**src/rtl/servo_pkg.sv**
```systemverilog
// Shared types and constants for the servo command decoder.
// Holds the packet FSM states, command codes and ack encodings.
package servo_pkg;

   typedef enum logic [1:0] {
      IDLE,
      GOT_HDR,
      GOT_CMD,
      GOT_PAY
   } state_t;

   localparam logic [7:0] PKT_HDR    = 8'hA5;
   localparam logic [7:0] CMD_SPEED0 = 8'h00;
   localparam logic [7:0] CMD_SPEED1 = 8'h01;
   localparam logic [7:0] CMD_STEP0  = 8'h02;
   localparam logic [7:0] CMD_STEP1  = 8'h03;
   localparam logic [7:0] CMD_STOP   = 8'h04;
   localparam logic [7:0] ACK_ERR    = 8'h7F;

   function automatic logic [7:0] ack_ok(input logic [7:0] cmd);
      return {1'b1, 4'b0000, cmd[2:0]};
   endfunction

endpackage

```
**src/rtl/servo_ack_fifo.sv**
```systemverilog
// 4-deep ack byte queue with a valid/ready output side.
// Pushes arriving while full are silently dropped.
module servo_ack_fifo (
   input  logic       clk,
   input  logic       rst_n,
   input  logic       push,
   input  logic [7:0] push_data,
   output logic [7:0] ack_data,
   output logic       ack_valid,
   input  logic       ack_ready
);

   logic [7:0] mem [4];
   logic [1:0] wr_ptr;
   logic [1:0] rd_ptr;
   logic [2:0] count;
   logic       do_push;
   logic       do_pop;

   assign ack_valid = (count != 3'd0);
   assign ack_data  = mem[rd_ptr];
   assign do_pop    = ack_valid && ack_ready;
   assign do_push   = push && (count != 3'd4);

   always_ff @(posedge clk or negedge rst_n) begin
      if (!rst_n) begin
         for (int i = 0; i < 4; i++) mem[i] <= 8'h00;
         wr_ptr <= 2'd0;
         rd_ptr <= 2'd0;
         count  <= 3'd0;
      end else begin
         if (do_push) begin
            mem[wr_ptr] <= push_data;
            wr_ptr      <= wr_ptr + 2'd1;
         end
         if (do_pop) rd_ptr <= rd_ptr + 2'd1;
         unique case ({do_push, do_pop})
            2'b10:   count <= count + 3'd1;
            2'b01:   count <= count - 3'd1;
            default: count <= count;
         endcase
      end
   end

endmodule

```
**src/rtl/servo_cmd_decoder.sv**
```systemverilog
// Byte-stream packet decoder driving servo speed/step with a link watchdog.
// Define SERVO_CMD_ACK_EN to add the ack byte FIFO and its ports.
module servo_cmd_decoder
   import servo_pkg::*;
#(
   parameter logic [31:0] BYTE_TIMEOUT  = 32'd100000,
   parameter logic [31:0] LINK_TIMEOUT  = 32'd50000000,
   parameter logic [2:0]  NEUTRAL_STEP  = 3'd4,
   parameter logic [7:0]  NEUTRAL_SPEED = 8'd128
) (
   input  logic       clk,
   input  logic       rst_n,
   input  logic [7:0] rx_data,
   input  logic       rx_valid,
   output logic       servo_0_speed_write_en,
   output logic       servo_1_speed_write_en,
   output logic [7:0] servo_0_speed,
   output logic [7:0] servo_1_speed,
   output logic [2:0] servo_0_step,
   output logic [2:0] servo_1_step,
   output logic       link_ok,
   output logic [7:0] err_count
`ifdef SERVO_CMD_ACK_EN
   ,
   output logic [7:0] ack_data,
   output logic       ack_valid,
   input  logic       ack_ready
`endif
);

   state_t      state;
   logic [7:0]  cmd;
   logic [7:0]  pay;
   logic [31:0] byte_cnt;
   logic [31:0] link_cnt;
   logic        pkt_end;
   logic        pkt_good;
   logic        pkt_ok;
   logic        pkt_bad;
   logic        byte_to;
   logic        wd_hit;
   logic        stop_now;

   assign pkt_end  = rx_valid && (state == GOT_PAY);
   assign pkt_good = (rx_data == (cmd ^ pay)) && (cmd <= CMD_STOP);
   assign pkt_ok   = pkt_end && pkt_good;
   assign pkt_bad  = pkt_end && !pkt_good;
   assign byte_to  = (state != IDLE) && !rx_valid
                     && (byte_cnt >= BYTE_TIMEOUT - 32'd1);
   // A packet landing on the expiry cycle pre-empts the watchdog stop.
   assign wd_hit   = !pkt_ok && (link_cnt == LINK_TIMEOUT - 32'd1);
   assign stop_now = (pkt_ok && (cmd == CMD_STOP)) || wd_hit;

   always_ff @(posedge clk or negedge rst_n) begin
      if (!rst_n) begin
         state                  <= IDLE;
         cmd                    <= 8'h00;
         pay                    <= 8'h00;
         byte_cnt               <= 32'd0;
         link_cnt               <= 32'd0;
         link_ok                <= 1'b0;
         err_count              <= 8'h00;
         servo_0_speed          <= NEUTRAL_SPEED;
         servo_1_speed          <= NEUTRAL_SPEED;
         servo_0_step           <= NEUTRAL_STEP;
         servo_1_step           <= NEUTRAL_STEP;
         servo_0_speed_write_en <= 1'b0;
         servo_1_speed_write_en <= 1'b0;
      end else begin
         servo_0_speed_write_en <= 1'b0;
         servo_1_speed_write_en <= 1'b0;

         if (rx_valid || state == IDLE || byte_to) byte_cnt <= 32'd0;
         else byte_cnt <= byte_cnt + 32'd1;

         if (rx_valid) begin
            unique case (state)
               IDLE: if (rx_data == PKT_HDR) state <= GOT_HDR;
               GOT_HDR: begin
                  cmd   <= rx_data;
                  state <= GOT_CMD;
               end
               GOT_CMD: begin
                  pay   <= rx_data;
                  state <= GOT_PAY;
               end
               default: state <= IDLE;
            endcase
         end else if (byte_to) begin
            state <= IDLE;
         end

         if ((pkt_bad || byte_to) && err_count != 8'hFF)
            err_count <= err_count + 8'd1;

         if (pkt_ok) begin
            link_cnt <= 32'd0;
            link_ok  <= 1'b1;
            unique case (1'b1)
               (cmd == CMD_SPEED0): begin
                  servo_0_speed          <= pay;
                  servo_0_speed_write_en <= 1'b1;
               end
               (cmd == CMD_SPEED1): begin
                  servo_1_speed          <= pay;
                  servo_1_speed_write_en <= 1'b1;
               end
               (cmd == CMD_STEP0): servo_0_step <= pay[2:0];
               (cmd == CMD_STEP1): servo_1_step <= pay[2:0];
               default: ;
            endcase
         end else if (link_cnt != LINK_TIMEOUT) begin
            link_cnt <= link_cnt + 32'd1;
            if (wd_hit) link_ok <= 1'b0;
         end

         if (stop_now) begin
            servo_0_speed          <= NEUTRAL_SPEED;
            servo_1_speed          <= NEUTRAL_SPEED;
            servo_0_step           <= NEUTRAL_STEP;
            servo_1_step           <= NEUTRAL_STEP;
            servo_0_speed_write_en <= 1'b1;
            servo_1_speed_write_en <= 1'b1;
         end
      end
   end

`ifdef SERVO_CMD_ACK_EN
   servo_ack_fifo u_ack (
      .clk       (clk),
      .rst_n     (rst_n),
      .push      (pkt_end),
      .push_data (pkt_ok ? ack_ok(cmd) : ACK_ERR),
      .ack_data  (ack_data),
      .ack_valid (ack_valid),
      .ack_ready (ack_ready)
   );
`endif

endmodule

```
**config.mk**
```make
export PLATFORM = sky130hd
export DESIGN_NAME = servo_cmd_decoder
export DESIGN_NICKNAME = d
export VERILOG_FILES = /design/src/rtl/servo_pkg.sv /design/src/rtl/servo_ack_fifo.sv /design/src/rtl/servo_cmd_decoder.sv
export SDC_FILE = /design/constraint.sdc
export NUM_CORES = 1
export LEC_CHECK = 0
export CORE_MARGIN = 2
export CORE_UTILIZATION = 31
export CTS_CLUSTER_DIAMETER = 60
export DETAILED_ROUTE_END_ITERATION = 10
export GPL_TIMING_DRIVEN = 0
export SETUP_SLACK_MARGIN = 0.4
export SLEW_MARGIN = 20
export SYNTH_ARGS = -nofsm -noshare
export SYNTH_HDL_FRONTEND = slang
export SYNTH_SLANG_ARGS = --single-unit
```
**constraint.sdc**
```tcl
create_clock -name clk -period 3.2 [get_ports clk]
set_clock_uncertainty 0.2 [all_clocks]
set_input_delay 0.64 -clock clk [delete_from_list [all_inputs] [get_ports clk]]
set_output_delay 0.64 -clock clk [all_outputs]
set_load 0.02 [all_outputs]
```
==> reports/metrics.cfg <==
[outcome]
status = completed

[power_and_ir_drop]
switchingPower_mw = 0.874
clockPowerShare_pct = 48.8
internal_power_mw = 2.94
leakage_nw = 3.07
vdd_drop_max_mv = 0.387
comb_power_share_pct = 9.1
netSwitchingFraction_pct = 22.9
seqPwrFrac_pct = 42.1
powerDensity_nw_per_um2 = 564

[yosys]
postSynthAreaPerCell_um2 = 11.3
synth_top_family_by_area = simple AND/OR/NAND/NOR gates
synthArstFlopShare_pct = 100
yosysSeqAreaShare_pct = 54.1
synth-compound-area-share_pct = 5.26
yosys.area_share.simple_pct = 20.6
synthXorXnorAreaFrac_pct = 10.2
netlist_area_um2 = 5330
yosys_most_used_dff = dfrtp_1
synth_cells = 470
synth_edf_count = 0
synthDistinctLibCells = 57
ys_warn_count = 0
synthMuxAreaShare_pct = 6.63
synth_fa_ha_area_share_pct = 1.88
synth-seq-cells = 115

[detailed_routing]
drt_first_iter_violations = 154
remaining_drc_errors = 0
via_per_inst = 4.77
drtAntennaViolNets = 0
vias = 3732
drt-wirelength-per-cell_um = 13.8
firstDrtPassIters = 4
routed_wirelength_um = 10800

[global_routing]
overflow = 0
grt_pass1_wl_um = 18300
antenna_found_initial = 0
track_usage_pct = 12.7
grt_pass1_vias = 3821
grt_start_max_net_pins = 76

[min_path]
min-delay-start = servo_0_speed[0]
hold_depth = 1
whs_endpoint = servo_0_speed[0]
hold_path.class = register to register

[sta]
tns_ns = 0
fmax_mhz = 368
setup_violations = 0
period_needed_ns = 2.72
finalMaxSlewViolations = 0
slew_headroom_pct = 52.8
rsz0062_at_grt = no
tightest_slew_ns = 0.702
hold_violations = 0
period_share_pct = 85.0
timing.hold.ws_ns = 0.299

[placement]
place.gp.congestion = 0.776
dp_cells = 747
io_buffers = 42
hpwl_um = 7470

[finish]
nets = 568
drive_above_1_share_pct = 15.8
area_growth_pct = 26.9
antennaDiodeCount = 0
stdcell_count = 782

[worst_setup_path]
reg2reg_depth = 7
arrival_ns = 2.86
r2r_end = servo_0_step[0]
crit_fanout = 7
rrSetupSlack_ns = 0.50
startpoint_type = input port
required_ns = 3.34
worstSetupPathType = input port to register
rr_startpoint = link_cnt[26]
end_kind = register

[cts]
clock_sinks = 115
clockRootBuffer = clkbuf_16
clk_pin_slew_ns = 0.05
htreeDepth = 4
cts_tree = done
clk_latency_ns = 0.41
clk_path_buf_depth = 2
cts_buffers = 17

[floorplanning]
die_x_um = 135
ios = 44
die-area_um2 = 18200
start_util_pct = 31.9
core-area_um2 = 16700
dieHeight_um = 135
num_rows = 47

[flow_run]
timing.max_cap.violations = 0

==> worst max-delay path: stages <==
cell and delay, ns:
clkdlybuf4s50_1 0.49, xnor3_1 0.26, nand4_1 0.18, nor4_4 0.37
buf_4 0.20, and2b_1 0.20, a21oi_2 0.30, a22o_1 0.20
==> sequential cells by signal, summed over array words and instances (netlist names) <==
signal,count
link_ok,1
servo_1_speed_write_en,1
servo_0_step,3
servo_0_speed_write_en,1
link_cnt,32
servo_1_speed,8
cmd,8
byte_cnt,32
err_count,8
servo_1_step,3
state,2
servo_0_speed,8
pay,8
==> cells in the final DEF, fill, tap and decap left out, types with 7 or more instances in the layout <==
cell,n
nor2_2,11
dfrtp_1,111
nor4_1,7
nand4_1,13
or3_1,11
nor2_1,57
clkbuf_16,17
nand3_1,26
inv_1,7
mux2i_1,15
ha_1,8
conb_1,15
nand2_1,34
a22o_1,7
xor2_1,29
and3_1,10
xnor2_1,15
clkdlybuf4s50_1,41
mux2_2,18
o21ai_0,8
a21oi_1,11
xnor3_1,7
==> final cells by class <==
type	count	area, um^2
Buffer	8	42.5
Clock buffer	22	484
Clock inverter	10	105
Fill cell	1590	9940
Inverter	7	26.3
Multi-Input combinational cell	354	2470
Sequential cell	115	2880
Tap cell	220	275
Timing Repair Buffer	46	474
==> power groups by stage <==
stage               logic [mW]  clock network [mW]  registers [mW]
floorplan                0.225                   0            1.62
global placement         0.328                   0            1.62
detailed placement       0.339                   0            1.63
CTS                      0.342                1.90            1.60
global route             0.379                1.98            1.62
finish                   0.346                1.86            1.61
==> cells in the mapped netlist, types with 2 or more instances <==
cell / number / area, um^2
a21oi_1: 11 / 55.1
a22o_1: 7 / 61.3
a31oi_1: 2 / 12.5
and2_1: 2 / 12.5
and3_1: 10 / 62.6
and4_1: 2 / 17.5
buf_1: 3 / 11.3
clkbuf_1: 3 / 11.3
dfrtp_1: 111 / 2780
dfstp_2: 4 / 105
ha_1: 8 / 100
inv_1: 7 / 26.3
mux2_2: 18 / 203
mux2i_1: 15 / 150
nand2_1: 34 / 128
nand2b_1: 3 / 18.8
nand3_1: 26 / 130
nand3b_1: 2 / 15.0
nand4_1: 13 / 81.3
nand4b_1: 2 / 17.5
nor2_1: 58 / 218
nor2_2: 10 / 62.6
nor3_1: 7 / 35.0
nor3b_1: 3 / 22.5
nor4_1: 7 / 43.8
nor4b_1: 2 / 17.5
o21ai_0: 8 / 40.0
o21ai_1: 2 / 10.0
o21ai_2: 2 / 17.5
o32ai_1: 2 / 17.5
or3_1: 11 / 68.8
or4_1: 2 / 15.0
xnor2_1: 15 / 131
xnor3_1: 7 / 158
xor2_1: 29 / 254
==> through the flow <==
step | setup slack, ns | utilization (%) | instance area [um^2] | total power, mW
after floorplan | 0.701 | - | 5380 | 1.84
after global placement | -3.08 | 36.4 | 6070 | 1.95
after detailed placement | -0.215 | 36.5 | 6100 | 1.96
after CTS | 0.487 | 40.3 | 6730 | 3.84
after global routing | 0.406 | 40.5 | 6760 | 3.97
final | 0.482 | 40.5 | 6760 | 3.81
==> routing by layer <==
metal | wire length [um] | vias up | GRT usage [%]
met4 | 110 | 0 | 4.28
met1 | 5020 | 1859 | 16.2
met2 | 5270 | 53 | 20.5
met5 | 0 | - | 0
li1 | - | 1808 | -
met3 | 358 | 12 | 3.79
==> repair_timing <==
action,CTS,global route
hold endpoints to repair,40,0
hold buffers,1,0
buffers inserted,2,0
gates resized for setup,3,6
pin swaps,1,0
endpoints found under the setup margin,45,17
==> logic make-up after synthesis <==
| kind of cell | Yosys count |
|---|---|
| adder cells (fa/ha/maj) | 8 |
| AND/OR/NAND/NOR | 206 |
| multiplexers | 33 |
| flip-flops | 115 |
| other | 1 |
| AO/OA/AOI/OAI | 41 |
| buffers and inverters | 15 |
| XOR/XNOR | 51 |
==> worst max-delay path by stage <==
stage	from	endpoint	slack (ns)	depth (start not counted)
global route	rx_data[2]	servo_1_speed_write_en	0.41	8
floorplan	link_cnt[26]	servo_1_speed[0]	0.70	7
finish	rx_data[2]	servo_0_speed[4]	0.48	8
detailed placement	rx_data[6]	link_cnt[4]	-0.21	7
CTS	link_cnt[26]	servo_0_step[1]	0.49	7
global placement	rst_n	servo_1_speed[6]	-3.08	1
Power figures use the tool's default switching activity.
==> RTL edit (same flow settings) <==
Compare `link_cnt` against `LINK_TIMEOUT - 32'd1` with >= in place of ==.
--- a/src/rtl/servo_cmd_decoder.sv
+++ b/src/rtl/servo_cmd_decoder.sv
@@ -48,7 +48,7 @@
    assign byte_to  = (state != IDLE) && !rx_valid
                      && (byte_cnt >= BYTE_TIMEOUT - 32'd1);
    // A packet landing on the expiry cycle pre-empts the watchdog stop.
-   assign wd_hit   = !pkt_ok && (link_cnt == LINK_TIMEOUT - 32'd1);
+   assign wd_hit   = !pkt_ok && (link_cnt >= LINK_TIMEOUT - 32'd1);
    assign stop_now = (pkt_ok && (cmd == CMD_STOP)) || wd_hit;
 
    always_ff @(posedge clk or negedge rst_n) begin
Check against the original RTL: same outputs for any inputs over 10 cycles, from zero or initial values and one cycle with rst_n low; that may be too few to reach the edited logic, so the function may still have changed.
==> RTL edit against the unedited design <==
  * Setup slack improved by 67 ps
  * Sequential share of layout area fell by 0.31 points
  * Sequential cell count did not move
  * Maximum frequency rose by 2.5%
  * Routed wire length fell by 0.39%
  * Via count fell by 0.21%
  * Cell count rose by 0.64%
  * Synthesized area barely moved
  * Critical endpoint is now servo_0_speed[3]
  * Design area rose by 0.72%
Power is not compared: it rests on default switching activity, and its combinational part moved more than twofold at a synthesized area within 25%.
==> RTL edit: results (changes against the unedited design) <==
post-synthesis sequential area ratio=0.541 (about the same); post-DP HPWL=7510 um (+0.47%); synth unique cells=47 (-18%); Post-synth top cells=111 x dfrtp_1, 79 x nor2_1, 28 x nand2_1, 24 x xnor2_1, 21 x xor2_1; Inst Count DP=755 (+1.1%); Worst slew margin=0.459 (-0.0690); outcome=finished clean; critical path arrival=2740 ps (-120 ps); via count of the first global-routing pass=3751 (-1.8%); WL met1=4990 um (-0.58%); Gate Count Post-Synth=478 (+1.7%); pin count of the biggest net entering global routing=83 (+9.2%); synth top area cells=dfrtp_1 52%, nor2_1 5.6%, xnor2_1 3.9%, mux2_2 3.8%, mux2i_1 3.6%; CP delay by family, top=buffers and inverters; postcts setup bufs=0 (-2); Crit Path Max Fanout=10 (+3); DR WL met2=5330 um (+1.2%); hold-fix buffer count after cts=1 (unchanged); Setup WS pre-CTS=167 ps (+382 ps); global-route wire length before repair=18400 um (+0.53%); post-cts repair resize count=0 (-3); met3 WL=310 um (-13%); fillers=1633 (+2.7%); gpl congestion=0.774 (-0.31%); Overall Global Routing Usage=0.128 (+0.00105); wire length per cell=13.6 um (-1.0%)
==> RTL edit: final timing paths <==
path,from,endpoint,slack (ps),cells after the start
max reg2reg,link_cnt[0],link_cnt[2],680,8
min,byte_cnt[0],byte_cnt[0],300,1
min in group asynchronous,rst_n,err_count[0],480,2
max in group asynchronous,rst_n,servo_0_speed[7],1570,3
max,rx_data[3],servo_0_speed[3],550,7
min reg2reg,byte_cnt[0],byte_cnt[0],300,1
==> RTL edit: power by group through the flow <==
stage                     clock (uW)  combinational [uW]  sequential, uW
after floorplan                    0                 546            1860
after global placement             0                 760            1880
after detailed placement           0                 779            1900
after CTS                       2220                 794            1880
after global routing            2300                 856            1910
final                           2180                 780            1880
==> RTL edit: logic make-up (layout without fill, tap and decap cells) <==
family                   Yosys count  after routing  share of synthesized area
AO/OA/AOI/OAI                     35             35                     0.0406
adder cells (fa/ha/maj)            8              8                     0.0188
other                              1             15                   0.000704
buffers and inverters             27            102                     0.0239
flip-flops                       115            115                      0.541
multiplexers                      38             38                     0.0763
AND/OR/NAND/NOR                  201            201                      0.191
XOR/XNOR                          53             53                      0.108
==> RTL edit: cell type report <==
| type | count | area [sq um] | share of cell area |
|---|---|---|---|
| plain buffers | 14 | 78.8 | 0.0116 |
| clock buffers | 22 | 494 | 0.0726 |
| clock inverters | 9 | 198 | 0.0290 |
| inverters | 13 | 48.8 | 0.00717 |
| multi-input cells | 350 | 2370 | 0.348 |
| flip-flops and latches | 115 | 2880 | 0.423 |
| well taps | 220 | 275 | 0.0404 |
| repair buffers | 44 | 459 | 0.0675 |
==> RTL edit: layer usage <==
| layer | global-route usage | up-vias |
|---|---|---|
| met2 | 0.202 | 52 |
| li1 | - | 1797 |
| met3 | 0.0413 | 10 |
| met4 | 0.0394 | 0 |
| met1 | 0.167 | 1865 |
| met5 | 0 | - |
